--- config.mk ---
export PLATFORM = sky130hd
export DESIGN_NAME = win_tracker
export DESIGN_NICKNAME = d
export VERILOG_FILES = /design/src/rtl/win_tracker.sv
export SDC_FILE = /design/constraint.sdc
export NUM_CORES = 1
export LEC_CHECK = 0
export CORE_MARGIN = 2
export CORE_UTILIZATION = 50
export CTS_CLUSTER_DIAMETER = 30
export CTS_CLUSTER_SIZE = 12
export DETAILED_ROUTE_END_ITERATION = 8
export GPL_ROUTABILITY_DRIVEN = 1
export PLACE_DENSITY_LB_ADDON = 0.08
export SYNTH_ARGS = -nofsm -noshare
export SYNTH_HDL_FRONTEND = slang
export SYNTH_SLANG_ARGS = --single-unit
--- constraint.sdc ---
create_clock -name frame_clk -period 2.3 [get_ports frame_clk]
set_input_delay 0.46 -clock frame_clk [delete_from_list [all_inputs] [get_ports frame_clk]]
set_output_delay 0.46 -clock frame_clk [all_outputs]
set_load 0.01 [all_outputs]
--- src/rtl/win_tracker.sv ---
// Round/win sequencer for the ball game: confirms wins, holds the banner, counts to game over.
// Optional PLAY-state timeout is built only when WIN_TRACKER_TIMEOUT_EN is defined.
module win_tracker #(
  parameter int CONFIRM_FRAMES = 2,
  parameter int HOLD_FRAMES    = 120,
  parameter int MAX_WINS       = 9,
  parameter int TIMEOUT_FRAMES = 900
) (
  input  logic       frame_clk,
  input  logic       Reset,
  input  logic       W,
  input  logic       Start,
  output logic       play_en,
  output logic       round_reset,
  output logic [3:0] win_count,
  output logic       game_over,
  output logic       win_flash,
  output logic       timed_out
);

  typedef enum logic [1:0] {
    IDLE     = 2'd0,
    PLAY     = 2'd1,
    WIN_HOLD = 2'd2,
    OVER     = 2'd3
  } state_t;

  localparam logic [3:0] CONF_LAST = 4'(CONFIRM_FRAMES - 1);
  localparam logic [9:0] HOLD_LAST = 10'(HOLD_FRAMES - 1);
  localparam logic [3:0] WIN_MAX   = 4'(MAX_WINS);

  state_t     state_r, state_s;
  logic [3:0] confirm_r, confirm_s;
  logic [9:0] hold_r, hold_s;
  logic [3:0] win_count_r, win_count_s;
  logic       round_reset_r, round_reset_s;
  logic       play_en_r, game_over_r, win_flash_r;

`ifdef WIN_TRACKER_TIMEOUT_EN
  localparam int TW = (TIMEOUT_FRAMES > 2) ? $clog2(TIMEOUT_FRAMES) : 1;
  localparam logic [TW-1:0] TO_LAST = TW'(TIMEOUT_FRAMES - 1);
  logic [TW-1:0] timer_r, timer_s;
  logic          timed_out_r, timed_out_s;
`endif

  // Next-state, counter and pulse decode; a win beats a timeout on the same edge.
  always_comb begin
    state_s       = state_r;
    confirm_s     = confirm_r;
    hold_s        = hold_r;
    win_count_s   = win_count_r;
    round_reset_s = 1'b0;
`ifdef WIN_TRACKER_TIMEOUT_EN
    timer_s       = timer_r;
    timed_out_s   = timed_out_r;
`endif
    case (state_r)
      IDLE: begin
        if (Start) begin
          state_s   = PLAY;
          confirm_s = 4'd0;
`ifdef WIN_TRACKER_TIMEOUT_EN
          timer_s     = '0;
          timed_out_s = 1'b0;
`endif
        end else begin
          state_s = IDLE;
        end
      end
      PLAY: begin
        if (W && (confirm_r == CONF_LAST)) begin
          state_s     = WIN_HOLD;
          confirm_s   = 4'd0;
          hold_s      = 10'd0;
          win_count_s = (win_count_r < WIN_MAX) ? (win_count_r + 4'd1) : win_count_r;
        end
`ifdef WIN_TRACKER_TIMEOUT_EN
        else if (timer_r == TO_LAST) begin
          state_s       = IDLE;
          confirm_s     = 4'd0;
          timed_out_s   = 1'b1;
          round_reset_s = 1'b1;
        end
`endif
        else begin
          confirm_s = W ? (confirm_r + 4'd1) : 4'd0;
`ifdef WIN_TRACKER_TIMEOUT_EN
          timer_s = timer_r + {{(TW-1){1'b0}}, 1'b1};
`endif
        end
      end
      WIN_HOLD: begin
        if (hold_r == HOLD_LAST) begin
          hold_s        = 10'd0;
          round_reset_s = 1'b1;
          state_s       = (win_count_r == WIN_MAX) ? OVER : IDLE;
        end else begin
          hold_s = hold_r + 10'd1;
        end
      end
      OVER: begin
        if (Start) begin
          state_s       = IDLE;
          win_count_s   = 4'd0;
          round_reset_s = 1'b1;
        end else begin
          state_s = OVER;
        end
      end
      default: begin
        state_s = IDLE;
      end
    endcase
  end

  // State, counters and registered outputs; outputs decode the next state so they move with it.
  always_ff @(posedge frame_clk or negedge Reset) begin
    if (!Reset) begin
      state_r       <= IDLE;
      confirm_r     <= 4'd0;
      hold_r        <= 10'd0;
      win_count_r   <= 4'd0;
      round_reset_r <= 1'b0;
      play_en_r     <= 1'b0;
      game_over_r   <= 1'b0;
      win_flash_r   <= 1'b0;
    end else begin
      state_r       <= state_s;
      confirm_r     <= confirm_s;
      hold_r        <= hold_s;
      win_count_r   <= win_count_s;
      round_reset_r <= round_reset_s;
      play_en_r     <= (state_s == PLAY);
      game_over_r   <= (state_s == OVER);
      win_flash_r   <= (state_s == WIN_HOLD);
    end
  end

`ifdef WIN_TRACKER_TIMEOUT_EN
  // PLAY frame timer and sticky timeout flag.
  always_ff @(posedge frame_clk or negedge Reset) begin
    if (!Reset) begin
      timer_r     <= '0;
      timed_out_r <= 1'b0;
    end else begin
      timer_r     <= timer_s;
      timed_out_r <= timed_out_s;
    end
  end

  assign timed_out = timed_out_r;
`else
  assign timed_out = 1'b0;
`endif

  assign play_en     = play_en_r;
  assign round_reset = round_reset_r;
  assign win_count   = win_count_r;
  assign game_over   = game_over_r;
  assign win_flash   = win_flash_r;

endmodule

==> results of run 1 <==
[layout make-up]
| class | instances | area (um2) |
|---|---|---|
| repair buffers | 19 | 170 |
| well taps | 30 | 37.5 |
| inverters | 9 | 33.8 |
| flip-flops and latches | 24 | 601 |
| fillers | 212 | 961 |
| clock buffers | 3 | 22.5 |
| multi-input cells | 103 | 652 |
[where the power goes]
part           switching (mW)  internal [mW]
Clock                   0.120         0.0612
Sequential              0.125          0.538
Combinational           0.299          0.304
Total                   0.544          0.904
[layer usage]
| layer | part of all wire [%] | GRT usage, % |
|---|---|---|
| met1 | 48 | 25.3 |
| met4 | 0.89 | 6.97 |
| met2 | 48 | 29.9 |
| met3 | 2.6 | 2.81 |
| met5 | 0 | 0 |
[cell usage in the layout, fill, tap and decap left out, drive strengths merged, types with 2 or more instances in the layout]
cell type      count
dfrtp             24
nand3              8
ha                 6
nand4              2
mux2i              2
and3               3
clkbuf             3
inv                9
o22ai              3
nand2b             3
a31oi              3
clkdlybuf4s50     11
a21oi              9
or3                2
nand2             20
and4               2
nor2b              4
or4                3
nor2               3
a21o               2
o21ai             11
buf                8
[stage by stage]
step | hold WS (ns) | power [mW] | util (%) | worst slack, ns
floorplan | 0.164 | 1.02 | - | 0.614
global placement | 0.510 | 1.25 | 60.3 | 0.271
detailed placement | 0.506 | 1.28 | 60.3 | 0.236
CTS | 0.488 | 1.46 | 61.2 | 0.481
global route | 0.528 | 1.57 | 61.2 | 0.390
finish | 0.493 | 1.45 | 61.2 | 0.501
[state kept, by name (all words and copies together) (netlist names)]
name	flops
hold_r	10
game_over	1
state_r	2
play_en	1
confirm_r	4
win_count	4
win_flash	1
round_reset	1
[critical path: stages, from the launching register on]
cell       delay (ns)
dfrtp_1          0.43
or4b_4           0.54
o31ai_2          0.43
a2bb2oi_1        0.22
o21ai_1          0.07
[kinds of logic after synthesis]
logic type	after synthesis	share of synthesized area, %
simple gates	58	24.9
mux	3	2.38
other cells	1	0.285
fa+ha+maj	6	5.71
compound gates	35	16.4
flops	24	45.7
buf+inv	13	4.67
[worst min path at each step]
stage          startpoint      endpoint  slack (ns)  cells after the start
4_1_cts             Reset   round_reset        0.49                      2
3_3_place_gp    hold_r[1]     hold_r[1]        0.51                      1
6_report            Reset   round_reset        0.49                      2
2_1_floorplan       Reset  confirm_r[0]        0.16                      0
5_1_grt             Reset     game_over        0.53                      2
3_5_place_dp    hold_r[1]     hold_r[1]        0.51                      1
==> metrics.yaml, run 1 <==
worstPathRequired_ns: 2.51
netlist_top_cells_count: "dfrtp_1 (24), nand2_1 (20), a21oi_1 (9), inv_1 (9), nand3_1 (8)"
slew_viol_final: 0
critPathMaxFanout: 7
syn_nets: 150
drt_iter0_markers: 19
vias: 1057
cts-root-buf: "clkbuf_4"
cts_buffers: 3
ant_nets: 0
finalNonFillerCells: 188
cp.arrival_ns: 2.01
grt_overflow: 0
yosysWarnings: 0
drc: 0
setup.worst_path.end: "hold_r[3]"
skew_ns: 0.00333
yosys.area.top_type: "dfrtp_1"
synth_cell_type_count: 41
cts_tree: "built"
design.die.area_mm2: 0.00305
cts_resized: 0
setup.worst_path.start: "hold_r[8]"
io_pins: 13
period_minus_slack_ns: 1.80
synthArstFlopShare_pct: 100
placed_cells: 185
grt_usage_pct: 18.6
worstRegToRegCells: 4
grt_max_degree: 25
worst_setup_path_end_kind: "register"
maxCapViolCount: 0
peakVddDrop_uv: 609
htree_levels: 1
core_mm2: 0.00248
hold_buffers: 0
rows: 18
clockBufferDepth: 2
grt_pass1_vias: 1018
power_density_mw_per_mm2: 954
synth_top_area_share_pct: 45.7
reg2reg_slack_ns: 0.50
netlist_area_mm2: 0.00131
wirelength_mm: 2.59
fp.dieH_um: 55.3
seq_area_frac_synth_pct: 45.7
vias_per_cell: 5.62
fin_crit_sh_pct: 78.2
synth_cells: 140
path_class: "register to register"
clk_latency_ns: 0.31
postPlaceCellArea_mm2: 0.00149
dpl.hpwl_mm: 1.87
r2r_end: "hold_r[3]"
path_clk_slew_ns: 0.12
start_util_pct: 53.0
drive_above_1_share_pct: 8.86
yosys-top-cells-area: "dfrtp_1 (46%), ha_1 (5.7%), nand2_1 (5.7%)"
stdcell_area_mm2: 0.00152
syn_avg_cell_area_um2: 9.38
synth_most_common_cell: "dfrtp_1"
num_antenna_cells: 0
fin_nets: 170
area_growth_pct: 15.4
rsz0062_at_grt: "false"
antenna_found_initial: 0
numPortBuffers: 11
fin_tns_setup_ns: 0
ys_seq_elements: 24
crit-reg2reg-launch: "hold_r[8]"
crit_path_start_kind: "register"
die_w_um: 55.3
clkSinkCount: 24
finalHoldViolations: 0
wire_per_inst_um: 13.8
hold_path_class: "input port to asynchronous set/reset pin"
status: "finished clean"
finalSetupViolCount: 0
gp_congestion: 0.759
synth_edf_count: 0
post-cts-setup-buffers: 0
cellLeakagePower_nw: 0.710
synthFlopType: "dfrtp_1"
fmax_ghz: 0.556
grt_pass1_wl_mm: 4.64
first_pass_iters: 4
No activity file was read; power rests on OpenSTA's default activity.
==> inputs of run 2 (changes only) <==
==> constraint.sdc (replaced) <==
create_clock -name frame_clk -period 1.6 [get_ports frame_clk]
set_input_delay 0.32 -clock frame_clk [delete_from_list [all_inputs] [get_ports frame_clk]]
set_output_delay 0.32 -clock frame_clk [all_outputs]
set_load 0.01 [all_outputs]
==> run 2 against run 1 <==
Net effect:
- the run now ends with setup timing left
- clock-buffer cell count stayed put
- sequential cell count stayed put
- wire length is 28% higher
- non-clock buffer count is 27 higher
- sequential power is 34% higher
- maximum frequency is 3.9% higher
- clock skew is 0.012 ns higher
- critical endpoint is now hold_r[6]
- largest cell class unchanged
- highest routed layer unchanged
==> metrics.yaml, run 2 (synthesis results as in run 1) <==
clkSinkCount: 24  # unchanged
reg2reg_slack_ns: -0.13  # was 0.50 ns
hold_buffers: 0  # unchanged
fin_crit_sh_pct: 108  # was 78.2%
grt_max_degree: 25  # unchanged
largest_reg_flops: 10  # unchanged
worst_setup_path_end_kind: "register"  # unchanged
clk_latency_ns: 0.33  # was 0.31 ns
finalNonFillerCells: 217  # was 188
seqCellArea_um2: 601  # unchanged
power_density_mw_per_mm2: 1460  # was 954 mW/mm2
numPortBuffers: 11  # unchanged
layout_common_cells: "buf_4 (34), dfrtp_1 (24), nand2_1 (20), inv_1 (8), clkdlybuf4s50_1 (7)"  # was dfrtp_1 (24), nand2_1 (20), clkdlybuf4s50_1 (11), inv_1 (9), a21oi_1 (9)
peakVddDrop_uv: 1240  # was 609 uV
largest_register: "hold_r"  # unchanged
cts_tree: "built"  # unchanged
fin_nets: 198  # was 170
whs_ns: 0.319  # was 0.493 ns
rsz0062_at_grt: "true"  # was false
fmax_ghz: 0.578  # was 0.556 GHz
finalSetupViolCount: 15  # was 0
fin_tns_setup_ns: -1.08  # was 0 ns
placed_cells: 204  # was 185
violations: "setup timing"
crit_path_start_kind: "register"  # unchanged
num_antenna_cells: 0  # unchanged
drive_above_1_share_pct: 30.5  # was 8.86%
wirelength_mm: 3.32  # was 2.59 mm
fill_cells: 181  # was 212
path_class: "register to register"  # unchanged
cp.arrival_ns: 1.95  # was 2.01 ns
critPathSlowestCell: "or4b_4"  # unchanged
io_pins: 13  # unchanged
path_clk_slew_ns: 0.15  # was 0.12 ns
worstPathRequired_ns: 1.81  # was 2.51 ns
die_w_um: 55.3  # unchanged
hold_path_class: "input port to asynchronous set/reset pin"  # unchanged
cts_buffers: 3  # unchanged
final_common_cell: "buf_4"  # was dfrtp_1
core_mm2: 0.00248  # unchanged
fp.dieH_um: 55.3  # unchanged
r2r_end: "hold_r[6]"  # was hold_r[3]
drt_iter0_markers: 22  # was 19
drc: 0  # unchanged
slew_viol_final: 0  # unchanged
area_growth_pct: 40.9  # was 15.4%
status: "finished, violations left"  # was finished clean
grt_usage_pct: 22.9  # was 18.6%
cp_slowest_stage_delay_ns: 0.55  # was 0.54 ns
finalHoldViolations: 0  # unchanged
grt_pass1_vias: 1260  # was 1018
design.die.area_mm2: 0.00305  # unchanged
maxCapViolCount: 0  # unchanged
period_minus_slack_ns: 1.73  # was 1.80 ns
cts-root-buf: "clkbuf_4"  # unchanged
dpl.hpwl_mm: 2.30  # was 1.87 mm
crit-reg2reg-launch: "hold_r[3]"  # was hold_r[8]
layout_setup_ws_ns: -0.131  # was 0.501 ns
grt_overflow: 0  # unchanged
critPathMaxFanout: 5  # was 7
antenna_found_initial: 0  # unchanged
vias_per_cell: 5.86  # was 5.62
first_pass_iters: 4  # unchanged
vias: 1271  # was 1057
grt_pass1_wl_mm: 5.70  # was 4.64 mm
finish.utilization_pct: 74.7  # was 61.2%
cellLeakagePower_nw: 0.909  # was 0.710 nW
multi_input_area_um2: 743  # was 652 um2
clockBufferDepth: 2  # unchanged
rows: 18  # unchanged
ant_nets: 0  # unchanged
start_util_pct: 53.0  # unchanged
gp_congestion: 0.799  # was 0.759
htree_levels: 1  # unchanged
worstRegToRegCells: 4  # unchanged
cp_cell_sequence: "or4b_4 > o31a_1 > a21oi_2 > o22ai_1"  # was or4b_4 > o31ai_2 > a2bb2oi_1 > o21ai_1
skew_ns: 0.0152  # was 0.00333 ns
wire_per_inst_um: 15.3  # was 13.8 um
[run 2: cell count changes in the layout (fill, tap and decap cells not counted), sizes merged]
cell	delta
bufinv	+1
buf	+27
o31a	+1
dlygate4sd2	+1
dlymetal6s2s	+3
clkdlybuf4s50	-4
[run 2: layer usage]
metal / up-vias / track usage [%] / share of wire, %
met5: - / 0 / 0
met4: 0 / 6.97 / 1.2
met3: 6 / 3.75 / 2.8
met2: 21 / 40.3 / 52
met1: 642 / 28.7 / 44
li1: 602 / - / -
[run 2: stage by stage]
stage | power [mW] | area, um2 | setup WS (ns)
after floorplan | 1.48 | 1320 | -0.0657
after global routing | 2.90 | 1850 | -0.196
after CTS | 2.61 | 1790 | -0.102
after global placement | 1.99 | 1640 | -0.364
final | 2.70 | 1850 | -0.131
after detailed placement | 2.04 | 1640 | -0.458
[run 2: cell type report]
cell class / instances / area share [%]
tap: 30 / 2.03
multi-input combinational: 104 / 40.2
sequential: 24 / 32.5
timing repair buffer: 46 / 20.7
clock inverter: 1 / 1.62
inverter: 9 / 1.83
clock buffer: 3 / 1.22
[run 2: worst max path at each step]
stage / slack [ns] / cells after the start / end / startpoint
after floorplan: -0.07 / 5 / hold_r[2] / hold_r[3]
after global placement: -0.36 / 6 / hold_r[2] / W
after detailed placement: -0.46 / 6 / hold_r[2] / W
after CTS: -0.10 / 5 / hold_r[3] / hold_r[3]
after global routing: -0.20 / 4 / hold_r[6] / hold_r[3]
final: -0.13 / 4 / hold_r[6] / hold_r[3]
[run 2: timing repair]
action,CTS,global route
setup endpoints to repair,25,24
cloned,1,0
pin swaps,5,5
gates resized for setup,10,13
setup buffers,5,3
[run 2: power breakdown]
part           total, mW  internal, mW  switching (mW)  leakage, nW
clock network      0.452         0.253           0.198       0.0279
logic               1.36         0.699           0.662        0.563
registers          0.888         0.773           0.115        0.318
[run 2: critical path: cells and delay by family, from the launching register on]
kind,cells,cell delay (ns)
flip-flops,1,0.42
AND/OR/NAND/NOR,1,0.55
AO/OA/AOI/OAI,3,0.64
==> inputs of run 3 (changes only) <==
--- a/config.mk
+++ b/config.mk
@@ -5,7 +5,6 @@
 export SDC_FILE = /design/constraint.sdc
 export NUM_CORES = 1
 export LEC_CHECK = 0
-export CORE_MARGIN = 2
 export CORE_UTILIZATION = 50
 export CTS_CLUSTER_DIAMETER = 30
 export CTS_CLUSTER_SIZE = 12
==> run 3 against run 2 <==
Net effect:
- the flow still finishes with violations (setup timing)
- clock skew fell by 0.0069 ns
- via count fell by 1.4%
- global-route usage rose by 3.6 points
- die area fell by 7.1%
- sequential power rose by 0.9%
- largest power group unchanged
==> metrics.yaml, run 3 (synthesis results as in run 1) <==
fin_tns_setup_ns: -0.895  # was -1.08 ns
io_pins: 13  # unchanged
rows: 18  # unchanged
fill_cells: 170  # was 181
cts-root-buf: "clkbuf_4"  # unchanged
drt_iter0_markers: 22  # unchanged
cp.arrival_ns: 1.90  # was 1.95 ns
finalSetupViolCount: 14  # was 15
fp.dieH_um: 53.3  # was 55.3 um
path_class: "register to register"  # unchanged
fmax_ghz: 0.592  # was 0.578 GHz
fin_crit_sh_pct: 106  # was 108%
fin_nets: 201  # was 198
vias: 1253  # was 1271
grt_pass1_wl_mm: 5.25  # was 5.70 mm
critPathMaxFanout: 5  # unchanged
wirelength_mm: 3.41  # was 3.32 mm
path_clk_slew_ns: 0.14  # was 0.15 ns
rsz0062_at_grt: "true"  # unchanged
numPortBuffers: 11  # unchanged
first_pass_iters: 4  # unchanged
num_antenna_cells: 0  # unchanged
largest_register: "hold_r"  # unchanged
postPlaceCellArea_mm2: 0.00164  # unchanged
htree_levels: 1  # unchanged
hold_buffers: 0  # unchanged
peakVddDrop_uv: 1090  # was 1240 uV
maxCapViolCount: 0  # unchanged
cts_tree: "built"  # unchanged
clkSinkCount: 24  # unchanged
grt_pass1_vias: 1201  # was 1260
die_w_um: 53.3  # was 55.3 um
clockBufferDepth: 2  # unchanged
worst_setup_path_end_kind: "register"  # unchanged
area_growth_pct: 45.3  # was 40.9%
reg2reg_slack_ns: -0.09  # was -0.13 ns
ant_nets: 0  # unchanged
gp_congestion: 0.783  # was 0.799
placed_cells: 204  # unchanged
drive_above_1_share_pct: 33.2  # was 30.5%
antenna_found_initial: 0  # unchanged
seqCellArea_um2: 601  # unchanged
stdcell_area_mm2: 0.00191  # was 0.00185 mm2
grt_max_degree: 25  # unchanged
skew_ns: 0.00827  # was 0.0152 ns
drc: 0  # unchanged
status: "finished, violations left"  # unchanged
crit_path_start_kind: "register"  # unchanged
slew_viol_final: 0  # unchanged
final_common_cell: "buf_4"  # unchanged
grt_usage_pct: 26.5  # was 22.9%
cts_buffers: 3  # unchanged
multi_input_area_um2: 776  # was 743 um2
power_density_mw_per_mm2: 1460  # about the same
largest_reg_flops: 10  # unchanged
grt_overflow: 0  # unchanged
finalPower_mw: 2.78  # was 2.70 mW
hold_path_class: "input port to asynchronous set/reset pin"  # unchanged
core_mm2: 0.00248  # unchanged
violations: "setup timing"  # unchanged
design.die.area_mm2: 0.00284  # was 0.00305 mm2
cellLeakagePower_nw: 0.930  # was 0.909 nW
preCtsSetupSlack_ns: -0.452  # was -0.458 ns
layout_common_cells: "buf_4 (35), dfrtp_1 (24), nand2_1 (19)"  # was buf_4 (34), dfrtp_1 (24), nand2_1 (20), inv_1 (8), clkdlybuf4s50_1 (7)
finalNonFillerCells: 220  # was 217
dpl.hpwl_mm: 2.23  # was 2.30 mm
wire_per_inst_um: 15.5  # was 15.3 um
finalHoldViolations: 0  # unchanged
worstPathRequired_ns: 1.81  # about the same
start_util_pct: 53.0  # unchanged
layout_setup_ws_ns: -0.0897  # was -0.131 ns
period_minus_slack_ns: 1.69  # was 1.73 ns
clk_latency_ns: 0.32  # was 0.33 ns
vias_per_cell: 5.70  # was 5.86
run 3: power breakdown:
| group | total (mW) | switching, mW | leakage [nW] | internal (mW) |
|---|---|---|---|---|
| clock network | 0.445 | 0.192 | 0.0279 | 0.253 |
| logic | 1.44 | 0.697 | 0.584 | 0.743 |
| registers | 0.896 | 0.122 | 0.318 | 0.773 |
run 3: worst paths after layout:
kind	from	to	cells after the start
hold reg to reg	hold_r[5]	hold_r[5]	2
min in group frame_clk	hold_r[5]	hold_r[5]	2
setup reg to reg	hold_r[7]	hold_r[2]	4
hold / removal	Reset	win_count[3]	2
setup / recovery	hold_r[7]	hold_r[2]	4
max in group asynchronous	Reset	confirm_r[0]	2
run 3: per-layer routing:
| metal | up-vias | track usage [%] | share of wire (%) |
|---|---|---|---|
| li1 | 608 | - | - |
| met1 | 629 | 30.7 | 43 |
| met2 | 12 | 46.0 | 53 |
| met3 | 4 | 3.45 | 1.9 |
| met4 | 0 | 15.4 | 1.5 |
| met5 | - | 0 | 0 |
run 3: what timing repair did:
item,CTS,global route
buffers inserted,8,4
cloned,1,0
resized for setup,7,23
endpoints found under the setup margin,21,23
pin swaps,18,10
run 3: per-stage QoR:
step	hold WS [ns]	utilization [%]
after CTS	0.336	71.9
after detailed placement	0.532	66.3
after global placement	0.515	66.3
final	0.331	77.1
after floorplan	0.0244	-
after global routing	0.370	77.1
run 3: worst max-delay path, stage by stage (launching register included):
cell and delay, ns:
dfrtp_1 0.41, or4b_4 0.58, o31a_1 0.34, a22oi_1 0.16
o21ai_1 0.09
run 3: final cells by class:
type                    instances  share of cell area, %
multi-input cells             104                   40.6
flip-flops and latches         24                   31.5
clock inverters                 1                   1.57
well taps                      30                   1.97
repair buffers                 49                   21.4
inverters                       9                   1.77
clock buffers                   3                   1.18
